[src/rtl/i2s_tx_gen_pkg.sv]
// Shared I2S definitions for the transmit and receive paths.
// Word-select polarity, default widths and frame-size helpers live here so
// both directions agree on framing without duplicating constants.
package i2s_tx_gen_pkg;

    // Word-select polarity: left slot first, right slot second.
    localparam logic I2S_WS_LEFT  = 1'b0;
    localparam logic I2S_WS_RIGHT = 1'b1;

    // Default geometry shared by transmit and receive.
    localparam int I2S_DEF_DATA_BITS = 16;
    localparam int I2S_DEF_SLOT_BITS = 32;
    localparam int I2S_DEF_BCK_DIV   = 8;

    // Number of BCK periods in one stereo frame.
    function automatic int frame_bits(input int slot_bits);
        return 2 * slot_bits;
    endfunction

    // Counter width able to hold 0..n-1, never narrower than one bit.
    function automatic int ctr_width(input int n);
        return (n <= 2) ? 1 : $clog2(n);
    endfunction

endpackage

[src/rtl/i2s_bck_gen.sv]
// Bit-clock generator: free-running AMCLK_i divider producing a 50% duty
// registered BCK and a one-cycle strobe on the cycle that drives BCK low.
module i2s_bck_gen
    import i2s_tx_gen_pkg::*;
#(
    parameter int BCK_DIV = I2S_DEF_BCK_DIV
) (
    input  logic AMCLK_i,
    input  logic reset_n,
    output logic bck,
    output logic fall_evt
);

    localparam int DW = ctr_width(BCK_DIV);
    localparam logic [DW-1:0] DIV_LAST = DW'(BCK_DIV - 1);
    localparam logic [DW-1:0] DIV_RISE = DW'(BCK_DIV / 2 - 1);

    logic [DW-1:0] div_ctr;

    // Free-running divider, wrapping after BCK_DIV cycles.
    always_ff @(posedge AMCLK_i or negedge reset_n) begin
        if (!reset_n) begin
            div_ctr <= '0;
        end else if (div_ctr == DIV_LAST) begin
            div_ctr <= '0;
        end else begin
            div_ctr <= div_ctr + DW'(1);
        end
    end

    // BCK goes high halfway through the divider period and low at its end.
    always_ff @(posedge AMCLK_i or negedge reset_n) begin
        if (!reset_n) begin
            bck <= 1'b0;
        end else if (div_ctr == DIV_RISE) begin
            bck <= 1'b1;
        end else if (div_ctr == DIV_LAST) begin
            bck <= 1'b0;
        end
    end

    // The fall strobe is combinational so the serializer updates WS/DATA on
    // the very edge that drives BCK low.
    assign fall_evt = (div_ctr == DIV_LAST);

endmodule

[src/rtl/i2s_tx_gen.sv]
// I2S master transmitter. Parallel stereo samples are captured into a
// single-entry holding buffer and loaded once per frame into the active
// shift source. WS and DATA change on the BCK falling edge; the receiver
// samples on the rising edge. Missing samples repeat the previous frame.
module i2s_tx_gen
    import i2s_tx_gen_pkg::*;
#(
    parameter int I2S_DATA_BITS = I2S_DEF_DATA_BITS,
    parameter int SLOT_BITS     = I2S_DEF_SLOT_BITS,
    parameter int BCK_DIV       = I2S_DEF_BCK_DIV
) (
    input  logic                     AMCLK_i,
    input  logic                     reset_n,
    input  logic [I2S_DATA_BITS-1:0] APDATA_LEFT_i,
    input  logic [I2S_DATA_BITS-1:0] APDATA_RIGHT_i,
    input  logic                     APDATA_VALID_i,
    output logic                     SAMPLE_REQ_o,
    output logic                     UNDERRUN_o,
    output logic                     OVERRUN_o,
    output logic                     I2S_BCK,
    output logic                     I2S_WS,
    output logic                     I2S_DATA
);

    localparam int FRAME_BITS = frame_bits(SLOT_BITS);
    localparam int CW         = ctr_width(FRAME_BITS);
    localparam int DIW        = ctr_width(I2S_DATA_BITS);

    localparam logic [CW-1:0] K_LAST  = CW'(FRAME_BITS - 1);
    localparam logic [CW-1:0] K_RIGHT = CW'(SLOT_BITS);

    // Bit position within the frame; reset parks it on the last position so
    // the first fall event enters position 0 and performs the first load.
    logic [CW-1:0] bit_ctr;
    logic [CW-1:0] next_k;
    logic          fall_evt;
    logic          load_evt;
    logic          next_data;
    int            k_int;

    // Holding buffer, active (being shifted) pair and last loaded pair.
    logic [I2S_DATA_BITS-1:0] hold_l, hold_r;
    logic [I2S_DATA_BITS-1:0] act_l, act_r;
    logic [I2S_DATA_BITS-1:0] last_l, last_r;
    logic                     pending;

    i2s_bck_gen #(
        .BCK_DIV (BCK_DIV)
    ) u_bck (
        .AMCLK_i  (AMCLK_i),
        .reset_n  (reset_n),
        .bck      (I2S_BCK),
        .fall_evt (fall_evt)
    );

    assign next_k   = (bit_ctr == K_LAST) ? '0 : bit_ctr + CW'(1);
    assign load_evt = fall_evt && (next_k == '0);

    // Data bit for the position being entered. Bits are delayed one BCK
    // after each WS edge; position 0 carries the previous right LSB only
    // when the data fills the whole slot. It reads the pre-load right word.
    always_comb begin
        k_int     = int'(next_k);
        next_data = 1'b0;
        if ((k_int >= 1) && (k_int <= I2S_DATA_BITS)) begin
            next_data = act_l[DIW'(I2S_DATA_BITS - k_int)];
        end else if ((k_int >= SLOT_BITS + 1) &&
                     (k_int <= SLOT_BITS + I2S_DATA_BITS)) begin
            next_data = act_r[DIW'(SLOT_BITS + I2S_DATA_BITS - k_int)];
        end else if ((I2S_DATA_BITS == SLOT_BITS) && (k_int == 0)) begin
            next_data = act_r[0];
        end
    end

    // Serializer: advance the frame position, WS and DATA on each fall event.
    always_ff @(posedge AMCLK_i or negedge reset_n) begin
        if (!reset_n) begin
            bit_ctr  <= K_LAST;
            I2S_WS   <= I2S_WS_RIGHT;
            I2S_DATA <= 1'b0;
        end else if (fall_evt) begin
            bit_ctr  <= next_k;
            I2S_WS   <= (next_k < K_RIGHT) ? I2S_WS_LEFT : I2S_WS_RIGHT;
            I2S_DATA <= next_data;
        end
    end

    // Frame load from the holding buffer, or repeat of the last pair when
    // nothing new arrived. Pulse outputs default low every cycle.
    always_ff @(posedge AMCLK_i or negedge reset_n) begin
        if (!reset_n) begin
            act_l        <= '0;
            act_r        <= '0;
            last_l       <= '0;
            last_r       <= '0;
            SAMPLE_REQ_o <= 1'b0;
            UNDERRUN_o   <= 1'b0;
        end else begin
            SAMPLE_REQ_o <= 1'b0;
            UNDERRUN_o   <= 1'b0;
            if (load_evt) begin
                SAMPLE_REQ_o <= 1'b1;
                if (pending) begin
                    act_l  <= hold_l;
                    act_r  <= hold_r;
                    last_l <= hold_l;
                    last_r <= hold_r;
                end else begin
                    act_l      <= last_l;
                    act_r      <= last_r;
                    UNDERRUN_o <= 1'b1;
                end
            end
        end
    end

    // Input capture. A load drains pending, but a valid on the same edge
    // refills it; the load itself still sees the pre-edge holding buffer.
    // Overwriting an undrained sample is an overrun, except on a load edge
    // where the old sample is being consumed at that moment.
    always_ff @(posedge AMCLK_i or negedge reset_n) begin
        if (!reset_n) begin
            hold_l    <= '0;
            hold_r    <= '0;
            pending   <= 1'b0;
            OVERRUN_o <= 1'b0;
        end else begin
            OVERRUN_o <= 1'b0;
            if (load_evt) begin
                pending <= 1'b0;
            end
            if (APDATA_VALID_i) begin
                hold_l  <= APDATA_LEFT_i;
                hold_r  <= APDATA_RIGHT_i;
                pending <= 1'b1;
                if (pending && !load_evt) begin
                    OVERRUN_o <= 1'b1;
                end
            end
        end
    end

endmodule

[config.mk]
export PLATFORM = sky130hd
export DESIGN_NAME = i2s_tx_gen
export DESIGN_NICKNAME = d
export VERILOG_FILES = /design/src/rtl/i2s_tx_gen_pkg.sv /design/src/rtl/i2s_bck_gen.sv /design/src/rtl/i2s_tx_gen.sv
export SDC_FILE = /design/constraint.sdc
export NUM_CORES = 1
export LEC_CHECK = 0
export BUFFER_PORTS_ARGS = -buffer_cell sky130_fd_sc_hd__clkbuf_2
export CORE_ASPECT_RATIO = 0.8
export CORE_MARGIN = 2
export CORE_UTILIZATION = 57
export DETAILED_ROUTE_END_ITERATION = 7
export GPL_ROUTABILITY_DRIVEN = 0
export GPL_TIMING_DRIVEN = 0
export PLACE_DENSITY_LB_ADDON = 0.1
export SYNTH_ARGS = -nofsm -noshare
export SYNTH_HDL_FRONTEND = slang
export SYNTH_SLANG_ARGS = --single-unit
[constraint.sdc]
create_clock -name AMCLK_i -period 4.4 [get_ports AMCLK_i]
set_input_delay 0.88 -clock AMCLK_i [delete_from_list [all_inputs] [get_ports AMCLK_i]]
set_output_delay 0.88 -clock AMCLK_i [all_outputs]
set_load 0.02 [all_outputs]
==> run_results.csv, run 1 <==
group,metric,value,unit
outcome,status,"complete, no violations",
finish,fin_nets,400,
timing,skew,3.45,ps
route,drtIter0Drc,138,
cts,cts.hold.buffers_added,0,
finish,final.fill_count,538,
flow_run,drv_cap,0,
worst_setup_path,required,4680,ps
worst_setup_path,worstSetupStartpointType,"register",
timing,worst_hold_slack,432,ps
route,post-route-drc-count,0,
floorplan,start_util,58.4,%
timing,period_share,68.3,%
worst_setup_path,timing.rr.start,"bit_ctr[0]$_DFFE_PN1P_",
floorplan,die_w,97.7,µm
worst_setup_path,max_stage_delay,560,ps
power,power.density,300,nW/µm²
finish,drive_above_1_share,39.7,%
global_routing,grt_max_degree,57,
timing,worst_pin_slew,600,ps
hold_path,holdCritStartpoint,"u_bck.div_ctr[0]$_DFF_PN0_",
synthesis,synth_fa_ha_area_share,1.88,%
floorplan,ios,41,
worst_setup_path,crit_chain,"buf_6 > inv_1 > ha_1 > buf_2 > clkbuf_1 > o311ai_0 > a222oi_1 > nand2_1 > o2111ai_1 > and4_1",
synthesis,synth_ff_type,"dfrtp_1",
power,finalPower,1360,µW
timing,setup_tns,0,ps
power,irDropWorstVdd,0.196,mV
cts,cts_setup_buffers,0,
synthesis,synth_edf_count,0,
synthesis,synth_xor_area_share,1.53,%
synthesis,synth.area.top_cells,"dfrtp_1, mux2_4, mux2_2, mux2i_1, dfstp_2",
synthesis,synth.distinct_cells,49,
synthesis,synthesis.area,4000,µm²
synthesis,synth_warnings,0,
global_routing,grt_overflow,0,
cts,htreeDepth,3,
finish,multi_input_area,1820,µm²
worst_setup_path,worst_r2r_path_depth,10,
worst_setup_path,timing.reg2reg.setup_slack,1400,ps
cts,cts.sinks,79,
hold_path,min_to,"u_bck.div_ctr[0]$_DFF_PN0_",
finish,final_common_cell,"dfrtp_1",
synthesis,synth-simple-area-share,8.13,%
synthesis,synth_mux_area_share,27.1,%
cts,insertion_delay,340,ps
synthesis,ys_seq_area_share,49.6,%
power,p_leak,0.00211,µW
worst_setup_path,crit_arrival,3290,ps
cts,cts.reportedPaths.clkPinSlew,80,ps
worst_setup_path,worstPathMaxFanout,10,
finish,n_antenna_cell,0,
worst_setup_path,r2r-end,"I2S_DATA$_DFFE_PN0P_",
global_routing,grt.total_usage,21.2,%
synthesis,synth_top_family_by_area,"multiplexers",
global_routing,grt_antenna_before_repair,0,
worst_setup_path,endpoint_kind,"register",
route,wirelength,7300,µm
cts,cts-root-buf,"clkbuf_8",
cts,cts_tree,"yes",
timing,clock.fmax,333,MHz
global_routing,grt_pass1_vias,2486,
placed_design,dp_hpwl,5280,µm
timing,rsz0062_at_grt,"false",
synthesis,ys_async_sr_fraction,100,%
cts,clockBufferDepth,2,
synthesis,synth_top_area_cell,"dfrtp_1",
cts,cts_buffers,9,
route,vias,2564,
timing,hold_viol,0,
hold_path,min_path_cells,1,
cts,cts-resized-gates,0,
finish,fin_util,66.0,%
synthesis,synth_seq_cells,79,
route,drt-pass1-iter-count,5,
global_routing,grt_pass1_wl,12700,µm
timing,min_period,3000,ps
synthesis,syn_area_per_cell,13.0,µm²
hold_path,hold_class,"reg -> reg",
placed_design,port_buffers,39,
timing,slew_headroom,60.0,%
timing,finalMaxSlewViolations,0,
synthesis,synthCells,308,
synthesis,synth_nets,349,
floorplan,coreArea,6860,µm²
synthesis,synth_compound_area_share,6.91,%
floorplan,design.die.area,7710,µm²
worst_setup_path,critPathKind,"reg -> reg",
route,ant_nets,0,
worst_setup_path,cp_slowest_cell,"dfstp_2",
synthesis,netlist.area_leader.share,45.6,%
route,drt-wirelength-per-cell,16.2,µm
finish,mostFrequentLayoutCells,"dfrtp_1, clkbuf_2, mux2_2, mux2_4, mux2i_1",
route,drt-vias-per-instance,5.70,
timing,finalSetupViolations,0,
finish,area_growth,13.0,%
floorplan,dieHeight,79.0,µm
finish,ff_latch_area,1980,µm²
floorplan,rows,27,
==> report_power, final <==
group	total [µW]	internal [µW]	switching (µW)
Sequential	771	756	15.2
Combinational	71.7	41.0	30.7
Clock	515	260	255
==> worst max-delay path: cells and delay by family (launching register included) <==
kind,cells,cell delay [ps]
AOI/OAI and AO/OA,3,730
adders and majority gates,1,340
buffers and inverters,4,1000
DFF,1,560
and+or+nand+nor,2,320
==> through the flow <==
| step | setup slack, ps | instances | area, µm² |
|---|---|---|---|
| finish | 1400 | 450 | 4520 |
| global placement | 1460 | 434 | 4310 |
| floorplan | 1820 | 308 | 4000 |
| global route | 1240 | 450 | 4520 |
| detailed placement | 1450 | 435 | 4340 |
| CTS | 1430 | 450 | 4520 |
==> Yosys cell counts, types with 4 or more instances <==
cell	count
o21ai_0	10
buf_2	5
mux4_2	4
inv_1	10
dfstp_2	6
a21oi_1	6
clkbuf_1	10
xnor2_1	5
ha_1	6
nor2_1	15
mux2_2	34
dfrtp_1	73
nand2_1	15
mux2i_1	16
nand3_1	9
mux2_4	30
==> cells by family after synthesis <==
family,after synthesis
and+or+nand+nor,61
adders and majority gates,6
buffers and inverters,32
xor gates and xnor gates,7
DFF,79
AOI/OAI and AO/OA,39
muxes,84
==> metal layers <==
layer / routed length (µm) / vias to the layer above / global-route usage, %
met1: 3450 / 1250 / 31.8
met4: 87 / 0 / 6.81
met3: 469 / 8 / 5.02
met2: 3300 / 90 / 30.6
li1: - / 1216 / -
met5: 0 / - / 0
==> worst max path at each step <==
stage	start	to	cells past startpoint
floorplan	bit_ctr[1]$_DFFE_PN1P_	last_l[0]$_DFFE_PN0P_	9
global placement	bit_ctr[0]$_DFFE_PN1P_	I2S_DATA$_DFFE_PN0P_	10
global route	bit_ctr[0]$_DFFE_PN1P_	I2S_DATA$_DFFE_PN0P_	10
finish	bit_ctr[0]$_DFFE_PN1P_	I2S_DATA$_DFFE_PN0P_	10
CTS	bit_ctr[0]$_DFFE_PN1P_	I2S_DATA$_DFFE_PN0P_	10
detailed placement	bit_ctr[0]$_DFFE_PN1P_	I2S_DATA$_DFFE_PN0P_	10
==> final cells by class <==
class | instances | area share, %
flip-flops and latches | 79 | 43.9
multi-input cells | 197 | 40.3
repair buffers | 40 | 4.98
plain buffers | 22 | 3.54
clock buffers | 10 | 2.82
well taps | 87 | 2.41
clock inverters | 5 | 1.30
inverters | 10 | 0.830
==> state kept, by name, summed over array words and instances, names as in the netlist, 3 cells and up <==
| name | flops |
|---|---|
| hold_r | 16 |
| last_r | 16 |
| last_l | 16 |
| bit_ctr | 5 |
| hold_l | 16 |
| u_bck.div_ctr | 3 |
Power figures use the tool's default switching activity.
==> run 2: changes to the inputs <==
Clock period 4.4 ns to 2.9 ns, I/O delays scaled along.
==> run_results.csv, run 2 (same netlist as run 1, synthesis figures left out) <==
group,metric,value,unit
outcome,status,"complete, no violations",
global_routing,grt_max_degree,57,
power,internal-power,1600,µW
power,power.density,454,nW/µm²
cts,cts_buffers,9,
finish,drive_above_1_share,39.9,%
finish,multi_input_area,1830,µm²
route,drt-wirelength-per-cell,16.3,µm
global_routing,grt_busiest_layer,"met1",
route,wirelength,7340,µm
timing,worst_pin_slew,600,ps
cts,cts.reportedPaths.clkPinSlew,80,ps
placed_design,dp_hpwl,5280,µm
cts,clockBufferDepth,2,
worst_setup_path,max_stage_delay,600,ps
timing,finalMaxSlewViolations,0,
route,ant_nets,0,
power,sw_frac_of_total,22.3,%
worst_setup_path,worst_r2r_path_depth,9,
timing,min_period,2800,ps
global_routing,grt_pass1_wl,12700,µm
floorplan,coreArea,6860,µm²
flow_run,drv_cap,0,
finish,final.fill_count,538,
global_routing,met2_usage,30.3,%
global_routing,use_met1,31.7,%
worst_setup_path,worstPathMaxFanout,10,
power,p_leak,0.00212,µW
finish,area_growth,13.4,%
route,drtIter0Drc,154,
route,drt-vias-per-instance,5.71,
timing,hold_viol,0,
cts,cts.hold.buffers_added,0,
power,p_switching,459,µW
worst_setup_path,endpoint_kind,"register",
power,power_frac_comb,5.3,%
timing,slew_headroom,60.0,%
power,pwr-share-clk,38.0,%
placed_design,dp.cells,435,
floorplan,rows,27,
cts,htreeDepth,3,
placed_design,port_buffers,39,
timing,skew,4.63,ps
worst_setup_path,worstSetupStartpointType,"register",
hold_path,hold_class,"in -> async",
power,irDropWorstVdd,0.302,mV
global_routing,grt_pass1_vias,2469,
worst_setup_path,crit_family,"simple AND/OR/NAND/NOR gates",
floorplan,dieHeight,79.0,µm
worst_setup_path,timing.rr.start,"bit_ctr[1]$_DFFE_PN1P_",
timing,finalSetupViolations,0,
worst_setup_path,r2r-end,"last_l[0]$_DFFE_PN0P_",
cts,cts_tree,"yes",
cts,insertion_delay,350,ps
route,vias,2569,
worst_setup_path,crit_chain,"ha_1 > buf_2 > nand3_1 > a311oi_4 > nand3_1 > or3b_4 > nor2_8 > buf_12 > mux2_4",
finish,fin_cells,450,
power,seq_power_share,56.7,%
global_routing,grt_antenna_before_repair,0,
worst_setup_path,required,3130,ps
worst_setup_path,critPathKind,"reg -> reg",
power,finalPower,2060,µW
finish,n_antenna_cell,0,
cts,cts.sinks,79,
finish,final_common_cell,"dfrtp_1",
worst_setup_path,crit_arrival,3040,ps
finish,fin_nets,400,
cts,cts-root-buf,"clkbuf_8",
worst_setup_path,crit_top_cell,"nand3_1",
worst_setup_path,timing.reg2reg.setup_slack,100,ps
global_routing,grt.total_usage,21.1,%
route,post-route-drc-count,0,
floorplan,die_w,97.7,µm
timing,setup_tns,0,ps
timing,period_share,96.6,%
route,drt-pass1-iter-count,4,
global_routing,grt_overflow,0,
floorplan,design.die.area,7710,µm²
worst_setup_path,cp_slowest_cell,"dfstp_2",
finish,mostFrequentLayoutCells,"dfrtp_1, clkbuf_2, mux2_2, mux2_4, mux2i_1",
global_routing,met3_usage,5.02,%
timing,clock.fmax,357,MHz
floorplan,start_util,58.4,%
floorplan,ios,41,
finish,ff_latch_area,1980,µm²
worst_setup_path,cp_num_buf_inv,2,
-- run 2: cell types whose count changed in the layout (fill, tap and decap cells not counted) --
cell and delta:
a311oi_2 -1, a311oi_4 +1, buf_4 +1, clkbuf_1 -1
-- run 2: repair_timing --
| action | CTS | global route |
|---|---|---|
| pin swaps | 0 | 1 |
| endpoints found under the hold margin | 0 | 0 |
| resized for setup | 0 | 1 |
| buffers inserted | 0 | 1 |
| endpoints found under the setup margin | 1 | 30 |
-- run 2: how the worst max path moves through the flow --
stage,startpoint,end,slack (ps),cells after the start
2_1_floorplan,bit_ctr[1]$_DFFE_PN1P_,last_l[0]$_DFFE_PN0P_,320,9
3_3_place_gp,bit_ctr[0]$_DFFE_PN1P_,I2S_DATA$_DFFE_PN0P_,-40,10
3_5_place_dp,bit_ctr[0]$_DFFE_PN1P_,I2S_DATA$_DFFE_PN0P_,-50,10
4_1_cts,bit_ctr[1]$_DFFE_PN1P_,last_l[0]$_DFFE_PN0P_,20,9
5_1_grt,bit_ctr[1]$_DFFE_PN1P_,last_r[12]$_DFFE_PN0P_,-20,9
6_report,bit_ctr[1]$_DFFE_PN1P_,last_l[0]$_DFFE_PN0P_,100,9
-- run 2: stage by stage --
stage	util, %	area [µm²]	setup slack, ps	hold WS, ps
after global placement	62.8	4310	-37.9	421
after detailed placement	63.3	4340	-49.7	422
after CTS	65.9	4520	18.4	170
final	66.2	4540	98.9	163
after global routing	66.2	4540	-24.3	173
after floorplan	-	4000	317	284
-- run 2: layer usage --
layer  part of all wire, %  wire length [µm]
met5                     0                 0
met1                    48              3530
met2                    45              3300
met4                   1.3                97
met3                   5.6               409
-- run 2: power groups by stage --
stage	clock network, µW	logic, µW	registers, µW
after floorplan	0	55.9	1180
after global placement	0	103	1190
after detailed placement	0	112	1190
after CTS	808	113	1170
after global routing	857	124	1180
final	784	109	1170
-- run 2: area by class of cell --
type                    instances  share of cell area [%]
repair buffers                 41                    5.13
plain buffers                  21                    3.45
multi-input cells             197                    40.4
clock buffers                  10                    2.81
well taps                      87                    2.40
flip-flops and latches         79                    43.7
clock inverters                 5                    1.30
inverters                      10                   0.827
